==> src/rtl/refill_arbiter.sv <==
// Round-robin arbiter sharing the instruction refill port among NUM_REQ requesters.
// Rewrites the downstream ID to the requester index and routes read beats back by ID.
module refill_arbiter #(
    parameter int NUM_REQ          = 2,
    parameter int FETCH_ADDR_WIDTH = 56,
    parameter int ID_WIDTH         = 4,
    parameter int AXI_DATA_WIDTH   = 64
) (
    input  logic                                       clk_i,
    input  logic                                       rst_i,
    input  logic [NUM_REQ-1:0]                         req_i,
    input  logic [NUM_REQ-1:0]                         type_i,
    input  logic [NUM_REQ-1:0][FETCH_ADDR_WIDTH-1:0]   addr_i,
    input  logic [NUM_REQ-1:0][ID_WIDTH-1:0]           id_i,
    output logic [NUM_REQ-1:0]                         gnt_o,
    output logic [NUM_REQ-1:0]                         r_valid_o,
    output logic                                       r_last_o,
    output logic [AXI_DATA_WIDTH-1:0]                  r_rdata_o,
    output logic [ID_WIDTH-1:0]                        r_id_o,
    output logic                                       refill_req_o,
    output logic                                       refill_type_o,
    output logic [FETCH_ADDR_WIDTH-1:0]                refill_addr_o,
    output logic [ID_WIDTH-1:0]                        refill_id_o,
    input  logic                                       refill_gnt_i,
    input  logic                                       refill_r_valid_i,
    input  logic                                       refill_r_last_i,
    input  logic [AXI_DATA_WIDTH-1:0]                  refill_r_rdata_i,
    input  logic [ID_WIDTH-1:0]                        refill_r_id_i,
    output logic                                       spurious_o
);

    localparam int                PTR_W      = (NUM_REQ > 1) ? $clog2(NUM_REQ) : 1;
    localparam logic [ID_WIDTH:0] NUM_REQ_ID = (ID_WIDTH + 1)'(NUM_REQ);

    // Returns {found, index} of the lowest set bit of v.
    function automatic logic [PTR_W:0] first_set(input logic [NUM_REQ-1:0] v);
        logic [PTR_W:0] res;
        res = '0;
        for (int k = NUM_REQ - 1; k >= 0; k--) begin
            res = v[k] ? {1'b1, PTR_W'(k)} : res;
        end
        return res;
    endfunction

    logic                                     r_slot_vld;
    logic                                     r_slot_type;
    logic [FETCH_ADDR_WIDTH-1:0]              r_slot_addr;
    logic [PTR_W-1:0]                         r_slot_idx;
    logic [NUM_REQ-1:0]                       r_outstanding;
    logic [NUM_REQ-1:0][ID_WIDTH-1:0]         r_saved_id;
    logic [PTR_W-1:0]                         r_ptr;

    logic [NUM_REQ-1:0]                       w_elig;
    logic [NUM_REQ-1:0]                       w_upper_mask;
    logic [PTR_W:0]                           w_pick_hi;
    logic [PTR_W:0]                           w_pick_lo;
    logic                                     w_arb_en;
    logic                                     w_found;
    logic [PTR_W-1:0]                         w_win;
    logic [PTR_W-1:0]                         w_ptr_next;
    logic [PTR_W-1:0]                         w_rsp_idx;
    logic                                     w_rsp_hit;

    assign w_elig    = req_i & ~r_outstanding;
    assign w_arb_en  = ~r_slot_vld | refill_gnt_i;
    assign w_rsp_idx = refill_r_id_i[PTR_W-1:0];

    // Round-robin pick: first eligible at or above ptr, else wrap to the lowest eligible.
    always_comb begin
        w_upper_mask = '0;
        for (int k = 0; k < NUM_REQ; k++) begin
            w_upper_mask[k] = (k >= int'(r_ptr));
        end
        w_pick_hi  = first_set(w_elig & w_upper_mask);
        w_pick_lo  = first_set(w_elig);
        w_found    = w_arb_en & w_pick_lo[PTR_W];
        w_win      = w_pick_hi[PTR_W] ? w_pick_hi[PTR_W-1:0] : w_pick_lo[PTR_W-1:0];
        w_ptr_next = (w_win == PTR_W'(NUM_REQ - 1)) ? '0 : w_win + PTR_W'(1);
    end

    // Grant pulse to the accepted requester.
    always_comb begin
        gnt_o = '0;
        if (w_found) begin
            gnt_o[w_win] = 1'b1;
        end else begin
            gnt_o = '0;
        end
    end

    // A beat belongs to a requester only if its ID is in range and that requester is outstanding.
    always_comb begin
        w_rsp_hit = 1'b0;
        if (refill_r_valid_i && ({1'b0, refill_r_id_i} < NUM_REQ_ID)) begin
            w_rsp_hit = r_outstanding[w_rsp_idx];
        end else begin
            w_rsp_hit = 1'b0;
        end
    end

    // Response demux with the upstream ID restored.
    always_comb begin
        r_valid_o = '0;
        r_id_o    = '0;
        r_last_o  = 1'b0;
        if (w_rsp_hit) begin
            r_valid_o[w_rsp_idx] = 1'b1;
            r_id_o               = r_saved_id[w_rsp_idx];
            r_last_o             = refill_r_last_i;
        end else begin
            r_valid_o = '0;
        end
    end

    assign r_rdata_o     = refill_r_rdata_i;
    assign spurious_o    = refill_r_valid_i & ~w_rsp_hit;
    assign refill_req_o  = r_slot_vld;
    assign refill_type_o = r_slot_type;
    assign refill_addr_o = r_slot_addr;
    assign refill_id_o   = ID_WIDTH'(r_slot_idx);

    // Issue slot, outstanding tracking, saved IDs and round-robin pointer.
    always_ff @(posedge clk_i) begin
        if (rst_i) begin
            r_slot_vld    <= 1'b0;
            r_slot_type   <= 1'b0;
            r_slot_addr   <= '0;
            r_slot_idx    <= '0;
            r_outstanding <= '0;
            r_saved_id    <= '0;
            r_ptr         <= '0;
        end else begin
            if (r_slot_vld && refill_gnt_i) begin
                r_slot_vld <= 1'b0;
            end
            // The winner is never outstanding, so it cannot collide with the freed index.
            if (w_found) begin
                r_slot_vld           <= 1'b1;
                r_slot_type          <= type_i[w_win];
                r_slot_addr          <= addr_i[w_win];
                r_slot_idx           <= w_win;
                r_outstanding[w_win] <= 1'b1;
                r_saved_id[w_win]    <= id_i[w_win];
                r_ptr                <= w_ptr_next;
            end
            if (w_rsp_hit && refill_r_last_i) begin
                r_outstanding[w_rsp_idx] <= 1'b0;
            end
        end
    end

endmodule

==> config.mk <==
export PLATFORM = sky130hd
export DESIGN_NAME = refill_arbiter
export DESIGN_NICKNAME = d
export VERILOG_FILES = /design/src/rtl/refill_arbiter.sv
export SDC_FILE = /design/constraint.sdc
export NUM_CORES = 1
export LEC_CHECK = 0
export ABC_AREA = 1
export BUFFER_PORTS_ARGS = -buffer_cell sky130_fd_sc_hd__buf_4
export CAP_MARGIN = 20
export CELL_PAD_IN_SITES_DETAIL_PLACEMENT = 2
export CELL_PAD_IN_SITES_GLOBAL_PLACEMENT = 2
export CORE_UTILIZATION = 16
export DETAILED_ROUTE_END_ITERATION = 16
export MAX_ROUTING_LAYER = met4
export PLACE_DENSITY = 0.85
export SKIP_LAST_GASP = 1
export SYNTH_ARGS = -nofsm -noshare
export SYNTH_HDL_FRONTEND = slang
export SYNTH_SLANG_ARGS = --single-unit
export TNS_END_PERCENT = 50
==> constraint.sdc <==
create_clock -name clk_i -period 1.1 [get_ports clk_i]
set_input_delay 0.165 -clock clk_i [delete_from_list [all_inputs] [get_ports clk_i]]
set_output_delay 0.165 -clock clk_i [all_outputs]
set_load 0.02 [all_outputs]
Yosys cells after proc, flatten, opt, wreduce, memory -nomap -nowiden
Index checks and enable logic that the tools add are counted.

cells by class
  add/sub/neg operators = 1
  reduce and logical (&&, ||, !) cells = 6
  bitwise logic cells = 11
  muxes and demuxes = 33
  $lt $le $gt $ge = 6

operators by type and width
  cell                   count
  $mux W56               2
  $mux W4                6
  $mux W2                9
  $mux W1                12
  $bwmux W8              1
  $and A2 B2 Y2          3
  $logic_and A1 B1 Y1    5
  $demux W4 S1           1
  $lt A1 B2 Y1 const B   2
  $lt A4 B2 Y1 const B   1
  $not A2 Y2             2
  $and A1 B1 Y1          2
  $demux W1 S1           2
  $ge A1 B1 Y1 const B   2
  $not A1 Y1             2
  $or A2 B2 Y2           1
  $reduce_bool A2 Y1     1
  $add A1 B1 Y1 const B  1
  $ge A1 B1 Y1 const A   1
  $or A1 B1 Y1           1

storage, ports and cells
  flip-flop bits (word level) = 70

Depth between registers and ports, before layout
  depth in word-level cells = 15
  gate-level depth with buffers = 10

Worst setup path before layout
OpenSTA, ideal clock, no wires.

  path kind = reg-to-output
  from = register r_outstanding[0]
  to = output r_id_o[0]
  arrival time = 1.375 ns
  data required time = 0.935 ns
  cell stages (with the launch flop) = 7
  setup slack = -0.440 ns
  path through = dfxtp_1 inv_2 o21ai_0 nand2_1 nor2_1 nand2_1 nand2_1

on the way
  longest elaborated chain between the ends = 4

ends and longest elaborated chain
  item                                         line  RTL
  from (decl)                                  49    logic [NUM_REQ-1:0] r_outstanding;
  from (signal assigned)                       129   r_outstanding <= '0;
  from (signal, indexed assignment)            142   r_outstanding[w_win] <= 1'b1;
  from (signal, indexed assignment)            147   r_outstanding[w_rsp_idx] <= 1'b0;
  $mux W1 (implied by the code) (2 in series)  95    w_rsp_hit = r_outstanding[w_rsp_idx];
  $mux W1                                      94    if (refill_r_valid_i && ({1'b0, refill_r_id_i} < NUM_REQ_ID)) begin
  $mux W4                                      106   if (w_rsp_hit) begin
  to (decl)                                    19    output logic [ID_WIDTH-1:0] r_id_o,

No other way between the ends. The select of a mux whose other input is x is not followed.

Final worst setup path
  from = register r_outstanding[0]
  to = output gnt_o[1]

on the way
  longest elaborated chain between the ends = 10
  elaborated cells between the ends (all ways) = 13
  classes of those cells = order compare (2); mux (6); bitwise (4); reduce/logical (1)

ends and longest elaborated chain
  item                                                                       line  RTL
  $not A2 Y2 (*)                                                             64    assign w_elig = req_i & ~r_outstanding;
  $and A2 B2 Y2 (*)                                                          64
  $and A2 B2 Y2                                                              74    w_pick_hi = first_set(w_elig & w_upper_mask);
  $mux W2                                                                    40    res = v[k] ? {1'b1, PTR_W'(k)} : res;
  $mux W1                                                                    77    w_win = w_pick_hi[PTR_W] ? w_pick_hi[PTR_W-1:0] : w_pick_lo[PTR_W-1:0];
  $lt A1 B2 Y1 (implied by the code) / $ge A1 B1 Y1 (equally long branches)  85    gnt_o[w_win] = 1'b1;
  $logic_and A1 B1 Y1 (implied by the code)                                  85
  $mux W1 (implied by the code)                                              85
  $demux W1 S1                                                               85
  $mux W2 (*)                                                                84    if (w_found) begin
  to (decl)                                                                  15    output logic [NUM_REQ-1:0] gnt_o,

Mark *: on every way between the ends. The rest lies on a longest branch, timed or not.

==> out/summary.txt <==
CP startpoint kind = register
Crit path kind = register to output port
CP max FO = 4
Clock Skew = 4.409 ps
Internal Power = 6.573 mW
Initial antenna violation count = 0
RSZ-0062 raised after global routing = true
DRT Pass-1 Iters = 4
Boundary Pins = 333
Comb power frac = 0.424
Pwr Density = 1400 nW/µm²
Fmax = 619.5 MHz
Initial drt markers = 200
Max cap viols = 0
Die Wd = 159.4 µm
Final Setup Violations = 80
Nets = 986
Mapped Avg Cell Area = 6.507 µm²
Final-report max-slew violation count = 0
WL/cell = 19.87 µm
Vias in the first global route = 5145
Core Box Area = 24320 µm²
Post-synthesis cell area = 3963 µm²
Cell count after synthesis = 609
First-pass GRT wire length = 30060 µm
Initial Utilization = 0.1629
Flops & latches, synth = 70
Share of cells above drive strength 1 = 0.4987
Crit end category = output port
Vias per cell = 4.234
Worst Path Required = 940 ps
Sequential share of the synthesized area = 0.3536
Worst setup margin = -514.2 ps
Total power = 10.10 mW
FP Rows = 57
Maximum vdd ir drop = 0.6706 mV
Root Buffer = clkbuf_16
HPWL Detailed = 12070 µm
Layout area overhead = 81.97%
Clock sinks = 70
Hold WC Path Type = primary input to register
Grt ovf = 0
DIE HEIGHT = 159.4 µm
Final Cycle Share = 1.467
Yosys cell types = 21
Max H-tree Level = 3
Diode count = 0
Status = complete, but fails checks
Violated checks = negative setup slack
Hold Slack = 41.31 ps
Max Buffers Root-to-Sink = 2
PortBufs = 201
Largest net degree at the start of global routing = 50
Total routed wirelength = 22210 µm
Die Area = 25400 µm²
Hold Fails Final Rpt = 0
Dpl ws = -279.5 ps
Yosys warning count = 0
Switching Fraction = 0.3489
CTS tree = done
CTS buffer count = 9
Clk pwr share = 0.280
Post-detailed-route DRC marker count = 0
Leakage = 3.463 nW
Arr. time, crit path = 1450 ps
Vias = 4734
Tmin final = 1614 ps
Later-pin clock latency in the skew report = 340 ps
Clk slew on worst S/H paths = 60 ps
Sequential share of power = 0.296
Gpl congestion = 0.7440
GRT Total Usage = 0.1644
Antenna Nets Post-Route = 0
Switch Pwr = 3.522 mW
## power groups by stage
stage          Clock [mW]  Sequential (mW)  Combinational [mW]
6_report             2.83             2.99                4.28
5_1_grt              3.03             3.02                4.55
4_1_cts              2.94             2.98                3.80
3_5_place_dp            0             3.03                2.73
3_3_place_gp            0             3.01                2.65
2_1_floorplan           0             3.27                1.52
## flip-flops by register name, summed over array words and instances, names as in the netlist
register       flops
refill_req_o       1
r_saved_id         8
refill_type_o      1
r_outstanding      2
r_ptr              1
refill_addr_o     56
r_slot_idx         1
## final timing paths
check,from,to,slack (ps),cells after the start
worst max-delay path,r_outstanding[0]$_SDFF_PP0_,gnt_o[1],-510,7
worst min-delay path,id_i[5],r_saved_id[5]$_SDFFE_PP0P_,40,3
worst max register to register,r_outstanding[0]$_SDFF_PP0_,refill_addr_o[49]$_SDFFE_PP0N_,-500,12
worst min register to register,refill_addr_o[29]$_SDFFE_PP0N_,refill_addr_o[29]$_SDFFE_PP0N_,470,2
## Yosys cell counts
master      n  share of area
a211oi_1    1         0.0019
a21boi_0    1         0.0019
a21oi_1    58          0.073
buf_2      18          0.023
buf_4      74           0.14
buf_6       5          0.014
clkbuf_1    9         0.0085
conb_1      1        0.00095
dfxtp_1    70           0.35
inv_1      18          0.017
inv_2       3         0.0028
nand2_1   256           0.24
nand2_4     2         0.0057
nand3_1    57          0.072
nand3_2     1         0.0025
nor2_1     23          0.022
nor2_2      2         0.0032
nor2_4      1         0.0028
nor3_1      1         0.0013
o21ai_0     7         0.0088
o21ai_2     1         0.0022
## placed cells by master, fill, tap and decap left out, drive strengths merged
master  netlist  routed
nor3          1       1
nand3        58      58
inv          21      21
buf          97     266
nor2         26      26
a211oi        1       1
conb          1       3
a21boi        1       1
clkbuf        9      18
dfxtp        70      70
clkinv        0       4
a21oi        58      58
bufbuf        0       1
o21ai         8       8
nand2       258     258
## cell type report
class | count | area [µm²]
Multi-Input combinational cell | 414 | 2192
Fill cell | 2825 | 17110
Inverter | 21 | 96.34
Tap cell | 324 | 405.4
Timing Repair Buffer | 273 | 2831
Clock inverter | 4 | 20.02
Clock buffer | 12 | 257.7
Sequential cell | 70 | 1408
## cell families (layout without fill, tap and decap cells)
group                  after synthesis  in the layout  synth area share
AND/OR/NAND/NOR                    343            343            0.3517
buffers and inverters              127            310            0.2056
flip-flops                          70             70            0.3536
AO/OA/AOI/OAI                       68             68           0.08810
other                                1              3         0.0009464
## critical path: stages, from the launching register on
cell	delay, ps
dfxtp_2	330
inv_2	40
buf_4	130
nand3_4	90
nand2_4	80
buf_4	150
nor2_4	140
buf_6	140
## through the flow
stage	TNS [ps]	area [µm²]	instances	util
2_1_floorplan	-5040	4046	611	-
3_3_place_gp	-10270	5514	1054	0.2267
3_5_place_dp	-14490	5514	1054	0.2267
4_1_cts	-27660	6664	1102	0.2740
5_1_grt	-37330	7211	1118	0.2965
6_report	-31210	7211	1118	0.2965
## per-layer routing
metal  up-vias  global-route usage  share of wire
met1      2291              0.1782           0.40
met4         0             0.06774          0.032
met5         -                   -              0
li1       2216                   -              -
met3        45             0.03907          0.053
met2       182              0.2871           0.51
## repair_timing
action                     4_1_cts  5_1_grt
hold buffers                     0        0
pin swaps                       13       27
buffers inserted                16       13
setup endpoints to repair       79       80
gates resized for setup         58      107
cloned                          17        7
Note: power is estimated with default switching activity, not from simulation.
